$ cat src/rtl/fpacc_seq.sv
// Sequencer that reduces a packet of single-precision operands through an external
// multi-cycle adder via a start/done handshake, emitting one sum per packet.
module fpacc_seq #(
    parameter int unsigned TIMEOUT = 64,
    parameter int unsigned CNT_W   = 8
) (
    input  logic             clk,
    input  logic             reset,
    input  logic             in_valid,
    output logic             in_ready,
    input  logic [31:0]      in_data,
    input  logic             in_last,
    output logic             add_start,
    output logic [31:0]      add_a,
    output logic [31:0]      add_b,
    input  logic [31:0]      add_sum,
    input  logic             add_done,
    output logic             out_valid,
    input  logic             out_ready,
    output logic [31:0]      out_data,
    output logic [CNT_W-1:0] out_count,
    output logic             out_err
);

    localparam int unsigned TW = (TIMEOUT > 1) ? $clog2(TIMEOUT + 1) : 1;
    localparam logic [TW-1:0] TimerMax = TW'(TIMEOUT - 1);

    typedef enum logic [2:0] {
        StIdle,
        StAcc,
        StIssue,
        StWait,
        StOut,
        StDrain
    } state_e;

    state_e            state_q, state_d;
    logic [31:0]       acc_q, acc_d;
    logic [31:0]       b_q, b_d;
    logic              last_q, last_d;
    logic              err_q, err_d;
    logic [CNT_W-1:0]  count_q, count_d;
    logic [TW-1:0]     timer_q, timer_d;

    always_comb begin
        state_d   = state_q;
        acc_d     = acc_q;
        b_d       = b_q;
        last_d    = last_q;
        err_d     = err_q;
        count_d   = count_q;
        timer_d   = timer_q;
        in_ready  = 1'b0;
        add_start = 1'b0;
        out_valid = 1'b0;

        unique case (state_q)
            StIdle: begin
                in_ready = 1'b1;
                // First element seeds the accumulator without an adder call.
                if (in_valid) begin
                    acc_d   = in_data;
                    count_d = CNT_W'(1);
                    state_d = in_last ? StOut : StAcc;
                end
            end
            StAcc: begin
                in_ready = 1'b1;
                if (in_valid) begin
                    b_d    = in_data;
                    last_d = in_last;
                    if (count_q != '1) begin
                        count_d = count_q + 1'b1;
                    end
                    state_d = StIssue;
                end
            end
            StIssue: begin
                add_start = 1'b1;
                timer_d   = '0;
                state_d   = StWait;
            end
            StWait: begin
                // A done arriving on the last allowed cycle takes priority over the timeout.
                if (add_done) begin
                    acc_d   = add_sum;
                    state_d = last_q ? StOut : StAcc;
                end else if (timer_q == TimerMax) begin
                    err_d   = 1'b1;
                    state_d = last_q ? StOut : StDrain;
                end else begin
                    timer_d = timer_q + 1'b1;
                end
            end
            StDrain: begin
                in_ready = 1'b1;
                if (in_valid && in_last) begin
                    state_d = StOut;
                end
            end
            StOut: begin
                out_valid = 1'b1;
                if (out_ready) begin
                    err_d   = 1'b0;
                    state_d = StIdle;
                end
            end
            default: state_d = StIdle;
        endcase
    end

    always_ff @(posedge clk or negedge reset) begin
        if (!reset) begin
            state_q <= StIdle;
            acc_q   <= '0;
            b_q     <= '0;
            last_q  <= 1'b0;
            err_q   <= 1'b0;
            count_q <= '0;
            timer_q <= '0;
        end else begin
            state_q <= state_d;
            acc_q   <= acc_d;
            b_q     <= b_d;
            last_q  <= last_d;
            err_q   <= err_d;
            count_q <= count_d;
            timer_q <= timer_d;
        end
    end

    assign add_a     = acc_q;
    assign add_b     = b_q;
    assign out_data  = acc_q;
    assign out_count = count_q;
    assign out_err   = err_q;

endmodule

$ cat config.mk
export PLATFORM = sky130hd
export DESIGN_NAME = fpacc_seq
export DESIGN_NICKNAME = d
export VERILOG_FILES = /design/src/rtl/fpacc_seq.sv
export SDC_FILE = /design/constraint.sdc
export NUM_CORES = 1
export LEC_CHECK = 0
export ABC_AREA = 1
export ABC_CLOCK_PERIOD_IN_PS = 1800
export CAP_MARGIN = 5
export CORE_ASPECT_RATIO = 1.5
export CORE_MARGIN = 2
export CORE_UTILIZATION = 43
export DETAILED_ROUTE_END_ITERATION = 8
export GPL_TIMING_DRIVEN = 0
export PLACE_DENSITY_LB_ADDON = 0.25
export SYNTH_ARGS = -nofsm -noshare
export SYNTH_HDL_FRONTEND = slang
export SYNTH_SLANG_ARGS = --single-unit
$ cat constraint.sdc
create_clock -name clk -period 1.8 [get_ports clk]
set_input_delay 0.45 -clock clk [delete_from_list [all_inputs] [get_ports clk]]
set_output_delay 0.45 -clock clk [all_outputs]
set_load 0.03 [all_outputs]
After elaboration in Yosys (flattened, before gate mapping):

Cells that the tools add are included.

* add/sub/neg operators: 2
* equality and inequality tests: 17
* multiplexer cells: 27
* reduce and logical (&&, ||, !) cells: 13

Operators by type and width (count)
* two-way mux 32 bit: 2
* case mux 32 bit (2 select lines): 1
* two-way mux 3 bit: 8
* two-way mux 8 bit: 3
* inequality test 2 bit, second input constant: 9
* case mux 3 bit (6 select lines): 1
* case mux 8 bit (2 select lines): 1
* two-way mux 7 bit: 2
* case mux 7 bit (2 select lines): 1
* adder 8 x 1 -> 8 bit, second input constant: 1
* inequality test 8 bit, second input constant: 1
* AND reduction 4 bit: 2
* nonzero test 2 bit: 4
* adder 7 x 1 -> 7 bit, second input constant: 1
* == test 7 x 6 -> 1 bit, second input constant: 1
* two-way mux 1 bit: 7
* == test 3 x 2 -> 1 bit, second input constant: 2
* == test 3 bit, second input constant: 2
* AND reduction 3 bit: 2
* AND reduction 5 bit: 1
* == test 3 x 1 -> 1 bit, second input constant: 1
* zero test 3 bit: 1
* inequality test 3 bit, second input constant: 1
* OR reduction 3 bit: 1
* other kinds (3): 3

* register bits: 84
* bits of input ports: 70
* output and inout port bits: 108
* logic and storage cells: 66

Logic depth before layout (Yosys ltp):

* depth in word-level cells: 4
* gate-level depth with buffers: 9
* gate-level depth less buffers: 8

Least setup slack after synthesis:

No wires, ideal clock.

* path type: register to register
* start point: register count_q[1] (netlist: out_count[1])
* end point: register count_q[0] (netlist: out_count[0])
* setup time: 117 ps
* data arrival time: 1411 ps
* data required time: 1683 ps
* path slack: 271 ps
* cell stages (with the launch flop): 9
* buffers on the path: 0
* period minus slack after synthesis: 1529 ps
* cells stage by stage: dfrtp_1 ha_1 nand2_1 nor2_1 nand2_1 nand2_2 nand2_1 nor2_1 nor2_1

* word-level cells in the longest chain between the ends: 3

RTL lines
* start, declared: RTL line 42 `logic [CNT_W-1:0] count_q, count_d;`
* start signal, assigned: RTL line 127 `count_q <= count_d;`
* inequality test 8 bit: RTL line 72 `if (count_q != '1) begin`
* inequality test 2 bit (no line)
* AND reduction 4 bit (no line)

No other way between the ends.
A chain may end at the register's enable or synchronous reset.

Final worst setup path:

* start point: register state_q[0]
* end point: output in_ready

* word-level cells in the longest chain between the ends: 3
* elaborated cells on any way between the ends: 5
* those cells by class: eq/ne (2); mux (1); reduce/logical (2)

RTL lines
* start, declared: RTL line 37 `state_e state_q, state_d;`
* start signal, assigned: RTL line 114 `state_q <= StIdle;`
* start signal, assigned: RTL line 122 `state_q <= state_d;`
* == test 3 bit (tied with other cells): RTL line 57 `unique case (state_q)`
* OR reduction 3 bit (no line) *
* two-way mux 1 bit *: RTL line 57
* end, declared: RTL line 10 `output logic in_ready,`

Every way passes the cells marked *; elsewhere a longest branch is shown, timed or not.

==> results.cfg <==
[final_layout]
n_antenna_cell = 0
drive_gt1_share_pct = 11.80
nets = 831
utilization_pct = 66.99
multi_input_area_sq_um = 1587
area_growth_pct = 51.31
n_fill_cell = 886
register_area_sq_um = 2105

[route]
ant_nets = 0
dr.pass1.iters = 8
drc = 15
drt_wl_total_um = 13050
drt-vias-per-instance = 4.987
dr_total_vias = 4379
drtIter0Drc = 274
wl_per_cell_um = 14.86

[floorplan]
die_w_um = 85.79
rows = 44
initial_core_util_pct = 44.27
coreArea_sq_um = 9744
num_io_pins = 178
dieArea_sq_um = 10870
die_y_um = 126.7

[logic_synthesis]
synth_area_sq_um = 4314
yosysMostFrequentCell = nand2_1
synthesis.nets = 637
ys_async_sr_fraction_pct = 100.0
synth_compound_area_share_pct = 12.24
synth_area_leaders = dfrtp_1, nand2_1, o21ai_0
synth_simple_gate_area_share_pct = 22.80
yosysTopAreaCell = dfrtp_1
ys_seq_elements = 84
yosysUniqueCellTypes = 28
yosysTopAreaCellShare_pct = 48.72
avgSynthCellArea_sq_um = 7.636
synth_edf_count = 0
seq_area_frac_synth_pct = 48.72
synth_top_family_by_area = simple AND/OR/NAND/NOR gates
yosys_most_used_dff = dfrtp_1
syn_inst = 565
synth_mux_area_share_pct = 0
synthAdderAreaFrac_pct = 0.5800
synthXorXnorAreaFrac_pct = 0.4060
synthTopCellsByCount = nand2_1, dfrtp_1, inv_1, o21ai_0, buf_4
synth_warnings = 0

[timing]
rsz0062_at_grt = yes
slew_violations = 0
fmax_mhz = 568.4
finalCritPeriodShare_pct = 97.75
timing.slew.headroom_pct = 65.22
tightest_slew_ns = 0.5216
setup_viol = 0
fin_crit_ns = 1.759
hold_viol = 0
finClkSkew_ns = 0.007769
fin_ws_ns = 0.04055

[critical_path]
critPathLaunchType = register
cpLargestDelayFamily = flip-flops
critical_path_class = reg -> out
end_kind = output pin
crit_fanout = 6
max_stage_delay_ns = 0.46
cp_cell_sequence = nor2_4, nand2_1, nand2_1, buf_6
cp_slowest_cell = dfrtp_2
path_common_cell = nand2_1
critPathRequiredTime_ns = 1.35
cp.buffers_inverters = 1
worstPathArrival_ns = 1.31
critPathLaunch = state_q[0]
r2r_start = state_q[1]

[run_status]
status = complete, but fails checks
violations = design-rule violations

[global_routing]
grt_pass1_wl_um = 20870
grt_max_degree = 63
antenna_found_initial = 0
grt_use_total_pct = 24.31
grt_pass1_vias = 4276
overflow = 0

[place]
pre_cts_slack_ns = -0.3458
gp_congestion = 0.8386
io_buffers = 177
dp_hpwl_um = 9900

[clock_network]
cts_root_buffer = clkbuf_16
cts.sinks = 84
clk_latency_ns = 0.34
clock_path_buffers = 2
cts_tree = built
clk_pin_slew_ns = 0.07
htreeDepth = 3
cts_buffers = 9

[pwr]
power_density_nw_per_um2 = 1756
vdd_drop_max_uv = 753.1
p_leak_uw = 0.003444

[min_path]
hold_path_class = in -> async

[flow_run]
cap_violations = 0
==> registers in the layout, indices dropped and copies added (netlist names) <==
name and flops:
timer_q 7, add_a 32, state_q 3, out_err 1, out_count 8, last_q 1
add_b 32
==> final timing paths <==
path | endpoint | slack [ns] | depth (start not counted)
setup / recovery | in_ready | 0.04 | 4
hold / removal | add_b[18] | 0.01 | 1
setup reg to reg | add_a[25] | 0.13 | 8
min in group clk | add_b[28] | 0.47 | 2
max in group asynchronous | add_b[31] | 1.18 | 2
hold reg to reg | add_b[28] | 0.47 | 2
==> kinds of logic after synthesis <==
group                    Yosys count
AND/OR/NAND/NOR                  245
buffers and inverters            131
AO/OA/AOI/OAI                    101
flip-flops                        84
XOR/XNOR                           2
adder cells (fa/ha/maj)            2
==> layout make-up <==
class | count | area share (%)
Multi-Input combinational cell | 350 | 24.31
Clock inverter | 4 | 0.7667
Buffer | 52 | 5.904
Tap cell | 115 | 2.204
Sequential cell | 84 | 32.24
Timing Repair Buffer | 183 | 26.28
Clock buffer | 11 | 3.719
Inverter | 79 | 4.581
==> routing by layer <==
layer / track usage, % / vias up / part of all wire, %
li1: - / 2112 / -
met1: 28.06 / 2075 / 38
met2: 43.84 / 170 / 53
met3: 5.205 / 22 / 6.1
met4: 8.497 / 0 / 2.3
met5: 0 / - / 0
==> where the power goes <==
group | internal [uW] | switching (uW) | leakage (uW) | total [uW]
Sequential | 2660 | 584 | 0.00106 | 3250
Combinational | 2340 | 4050 | 0.00224 | 6390
Clock | 1100 | 729 | 0.000138 | 1830
Total | 6100 | 5360 | 0.00344 | 11500
==> stage by stage <==
step                      power, uW  hold slack (ns)  TNS [ns]  instance area, sq um  cells
after floorplan                7306           0.1544         0                  4314    565
after global placement        10110           0.4552   -245.66                  6230    857
after detailed placement      10260           0.3724    -15.11                  6255    858
after CTS                     11430          0.01406         0                  6455    875
after global routing          12140          0.02117  -0.04586                  6528    878
final                         11460          0.01145         0                  6528    878
==> layout by cell type, fill, tap and decap left out, types with 3 or more instances in the layout <==
cell type,instances
clkdlybuf4s50_1,68
clkbuf_2,5
inv_2,3
o21ai_1,29
buf_4,42
inv_1,75
nand3_1,24
buf_6,7
dlygate4sd2_1,105
o21ai_0,64
nand2_1,189
nor2_4,3
nor2_1,18
dfrtp_1,82
buf_2,3
clkbuf_16,9
==> timing repair <==
action                                  CTS  global route
cloned                                    0             0
buffers inserted                          2             3
resized for setup                       130            27
endpoints found under the setup margin  161            77
hold buffers                              0             0
pin swaps                                 1             3
(Power assumes the default switching activity.)
==> edit 1: new RTL, config.mk and constraints unchanged <==
Change the parameter `CNT_W` from 8 to 9.
--- a/src/rtl/fpacc_seq.sv
+++ b/src/rtl/fpacc_seq.sv
@@ -4,3 +4,3 @@
     parameter int unsigned TIMEOUT = 64,
-    parameter int unsigned CNT_W   = 8
+    parameter int unsigned CNT_W   = 9
 ) (
Ports: changed (resized out_count); port bits go from 178 to 179. No check against the original RTL was run, so the function may have changed too.
==> edit 1 against the original RTL <==
  * Design area grew 2.0%
  * Die area grew 0.80%
  * Sequential power is essentially flat
  * Routed wire length grew 0.75%
  * Critical path type unchanged
  * Clock skew shrank 0.0037 ns
  * Sequential cell count grew 1
  * Critical path depth grew 1
  * Utilization shrank 0.21 points
  * Setup slack gained 0.015 ns
  * Highest routed layer unchanged
  * Cell count grew 1.3%
  * Power grew 0.51%
  * Area after synthesis grew 0.84%
==> edit 1: results (changes against the original RTL) <==
* Largest net degree at the start of global routing at 46 (was 63)
* Routed len/inst at 14.8 um (was 14.9 um)
* Leakage dissipation at 0.00350 uW (was 0.00344 uW)
* Cell-internal power at 6210 uW (was 6100 uW)
* RePlAce Congestion at 0.896 (was 0.839)
* Post-synthesis sequential area ratio at 48.9% (was 48.7%)
* Met3 Use GR at 3.94% (was 5.20%)
* Post-synthesis adder-cell area fraction at 0.863% (was 0.580%)
* Final nets at 840 (was 831)
* Post-synthesis compound-gate area fraction at 12.0% (was 12.2%)
* Critical Path Max Stage Delay at 0.36 ns (was 0.46 ns)
* Met2 wire length at 7.30 mm (was 6.93 mm)
* Layout cell share with drive strength beyond 1 at 13.1% (was 11.8%)
* Detailed Route Iter0 Violations at 226 (was 274)
* Top cells by count, synth: nand2_1, o21ai_0, dfrtp_1 (was nand2_1, dfrtp_1, inv_1)
* Routed wl met3 at 641 um (was 793 um)
* Mux cell area share after synthesis at 0.230% (was 0%)
* Worst-case clock skew at 0.00412 ns (was 0.00777 ns)
* Worst Setup SP: state_q[2] (was state_q[0])
* Total number of vias at 4,370 (was 4,379)
* Min Hold Slack at 0.117 ns (was 0.0115 ns)
* Critical Path Fanout Max at 9 (was 6)
* DP Cell Count at 865 (was 858)
* Peak supply drop at 0.810 mV (was 0.753 mV)
* Met1 global-route usage at 27.1% (was 28.1%)
* Post-DP HPWL at 9.99 mm (was 9.90 mm)
* Routed wire length at 13.1 mm (was 13.0 mm)
* # port buffers at 178 (was 177)
* Arr. time, crit path at 1.29 ns (was 1.31 ns)
* Slew @ Worst Pin at 0.598 ns (was 0.522 ns)
* CP max-delay cell: dfrtp_1 (was dfrtp_2)
* Depth of the most critical reg-to-reg path at 7 (was 8)
* P_clk at 1900 uW (was 1830 uW)
* Reg-to-Reg End: out_count[5] (was add_a[25])
* Fill cells at 881 (was 886)
* Status: finished clean (was complete, but fails checks)
* Met2 global-route usage at 45.0% (was 43.8%)
* TritonRoute pass-1 iters at 4 (was 8)
* Post-Route M1 WL at 4.93 mm (was 5.02 mm)
* XOR/XNOR share of the synthesized area at 0.805% (was 0.406%)
* Overall Global Routing Usage at 24.3% (about the same)
* Delay-heaviest family, CP: buffers and inverters (was flip-flops)
* Crit path capture: add_start (was in_ready)
* Post-place setup slack at -0.209 ns (was -0.346 ns)
* Syn_nets at 642 (was 637)
* Power density over the cells at 1730 mW/mm2 (was 1760 mW/mm2)
* First-pass GRT wire length at 20.7 mm (was 20.9 mm)
* Post-synth cell types at 29 (was 28)
* Synth top area cells: dfrtp_1, nand2_1, o21ai_0 (unchanged)
[edit 1: cell count changes after synthesis, moves of 2 or more]
| cell | before | now |
|---|---|---|
| o21ai_1 | 28 | 2 |
| o21ai_0 | 65 | 89 |
| nand2_1 | 190 | 195 |
| buf_2 | 7 | 11 |
| buf_6 | 3 | 0 |
| nor2_1 | 21 | 18 |
| inv_1 | 78 | 76 |
| nor2_2 | 0 | 2 |
[edit 1: area by class of cell]
| cell class | count | share of cell area (%) |
|---|---|---|
| Clock buffer | 13 | 4.06 |
| Inverter | 76 | 4.29 |
| Tap cell | 117 | 2.20 |
| Multi-Input combinational cell | 353 | 24.8 |
| Timing Repair Buffer | 187 | 26.2 |
| Clock inverter | 3 | 0.639 |
| Buffer | 55 | 5.75 |
| Sequential cell | 85 | 32.0 |
[edit 1: what timing repair did]
item / 4_1_cts / 5_1_grt
resized for setup: 130 / 29
pin swaps: 1 / 5
gates cloned: 0 / 1
setup buffers: 2 / 5
endpoints found under the setup margin: 119 / 40
==> edit 2: new RTL, config.mk and constraints unchanged <==
Made on the original files. Make the reset (`reset`) synchronous in one clocked block.
--- a/src/rtl/fpacc_seq.sv
+++ b/src/rtl/fpacc_seq.sv
@@ -111,3 +111,3 @@
 
-    always_ff @(posedge clk or negedge reset) begin
+    always_ff @(posedge clk) begin
         if (!reset) begin
Check against the original RTL: differs if reset is asserted again (counterexample within 4 cycles, from zero or initial values and one cycle with reset low); with reset held inactive, the same outputs for 10 cycles.
==> edit 2 against the original RTL <==
  * Routed wire length decreased by 1.5%
  * Global-route usage increased by 0.89 points
  * Clock skew decreased by 0.0012 ns
  * Design area decreased by 6.7%
  * Sequential cell count unchanged
  * Register-to-register slack improved by 0.02 ns
  * Count of clock-buffer cells in the layout increased by 1
  * Via count increased by 0.64%
  * Setup slack improved by 0.023 ns
  * Area after synthesis decreased by 6.2%
Power is not compared: it rests on default switching activity, and its combinational part moved more than twofold at a synthesized area within 25%.
==> edit 2: results (changes against the original RTL) <==
* Layout Cells excl Fill at 870 (was 878)
* Top cells by count, synth: nand2_1, nor2_1, dfxtp_1 (was nand2_1, dfrtp_1, inv_1)
* Depth of the most critical reg-to-reg path at 7 (was 8)
* Routed wire length at 12.8 mm (was 13.0 mm)
* Largest net degree at the start of global routing at 13 (was 63)
* Min Hold Slack at 0.477 ns (was 0.0115 ns)
* HP Class: reg2reg (was in2async)
* Post-synth cell types at 22 (was 28)
* CTS root buffer: clkbuf_16 (unchanged)
* Post-synthesis sequential area ratio at 41.5% (was 48.7%)
* Critical Path Fanout Max at 5 (was 6)
* Hold depth at 2
* DP Cell Count at 855 (was 858)
* Post-DP HPWL at 10.0 mm (was 9.90 mm)
* Total number of vias at 4,407 (was 4,379)
* # diodes at 0 (unchanged)
* Syn. warnings at 0 (unchanged)
* Overall Global Routing Usage at 25.2% (was 24.3%)
* Syn_nets at 639 (was 637)
* Syn avg cell area at 7.14 um2 (was 7.64 um2)
* Final nets at 826 (was 831)
* Asr flop ratio synth at 0% (was 100%)
* CTS clk-pin slew, worst paths at 0.05 ns (was 0.07 ns)
* RePlAce Congestion at 0.839 (about the same)
* Placement Cell Area at 0.00595 mm2 (was 0.00625 mm2)
* TritonRoute pass-1 iters at 5 (was 8)
* Status: finished clean (was complete, but fails checks)
* Reg-to-reg slack, setup at 0.15 ns (was 0.13 ns)
* Layout cell share with drive strength beyond 1 at 10.0% (was 11.8%)
* Worst-case clock skew at 0.00655 ns (was 0.00777 ns)
* Detailed Route Iter0 Violations at 268 (was 274)
* # port buffers at 176 (was 177)
* Vias in the first global route at 4,203 (was 4,276)
* Final setup fails at 0 (unchanged)
* First-pass GRT wire length at 20.5 mm (was 20.9 mm)
* Synth top area cells: dfxtp_1, nand2_1, nor2_1 (was dfrtp_1, nand2_1, o21ai_0)
* Rel. slew slack at 60.5% (was 65.2%)
-- edit 2: changes by cell type after synthesis, sizes merged, moves of 12 or more --
cell,delta
dfxtp,+84
nor2,+74
inv,-40
nand2,-53
dfrtp,-84
a21oi,+12
nand3,+27
o21ai,-55
o211a,+32
-- edit 2: cell families after synthesis --
logic type      Yosys count  synth area share [%]
flops                    84                  41.5
simple gates            296                  30.2
fa+ha+maj                 2                 0.618
buf+inv                  98                  12.8
compound gates           87                  14.8
-- edit 2: worst max-delay path, cell delays in order, from the launching register on --
cell     delay [ns]
dfxtp_2        0.39
inv_4          0.07
nand2_4        0.09
inv_1          0.07
nand2_1        0.11
inv_1          0.06
buf_4          0.16
-- edit 2: area by class of cell --
class	instances	area, um2
fillers	852	3110
clock buffers	12	236
inverters	39	151
repair buffers	176	1630
multi-input cells	385	1860
well taps	112	140
flip-flops and latches	84	1690
clock inverters	3	15.0
plain buffers	59	382
-- edit 2: worst paths after layout --
check / start / end
worst min register to register: add_b[29] / add_b[29]
worst min-delay path: add_b[29] / add_b[29]
worst max-delay path: state_q[2] / add_start
worst max register to register: state_q[0] / add_b[13]
-- edit 2: power groups by stage --
stage / clock, uW / sequential (uW) / combinational [uW]
5_1_grt: 1710 / 2450 / 3290
6_report: 1620 / 2420 / 3050
3_5_place_dp: 0 / 2450 / 3360
3_3_place_gp: 0 / 2440 / 3310
4_1_cts: 1650 / 2410 / 3050
2_1_floorplan: 0 / 2960 / 1480
-- edit 2: what timing repair did --
action | CTS | global route
buffers inserted | 0 | 0
resized for setup | 123 | 13
pin swaps | 0 | 0
hold endpoints to repair | 0 | 0
cloned | 0 | 0
setup endpoints to repair | 107 | 16
-- edit 2: routing by layer --
layer | vias to the layer above | routed length, um | global-route usage, %
li1 | 2182 | - | -
met4 | 0 | 342 | 10.7
met3 | 24 | 943 | 6.79
met5 | - | 0 | 0
met1 | 2039 | 4620 | 26.0
met2 | 162 | 6940 | 47.7
-- edit 2: stage by stage --
stage               setup slack [ns]  utilization [%]
finish                        0.0635             66.2
global route                 0.00396             66.2
CTS                           0.0195             66.0
detailed placement            -0.267             64.7
global placement              -0.238             64.7
floorplan                      0.193                -
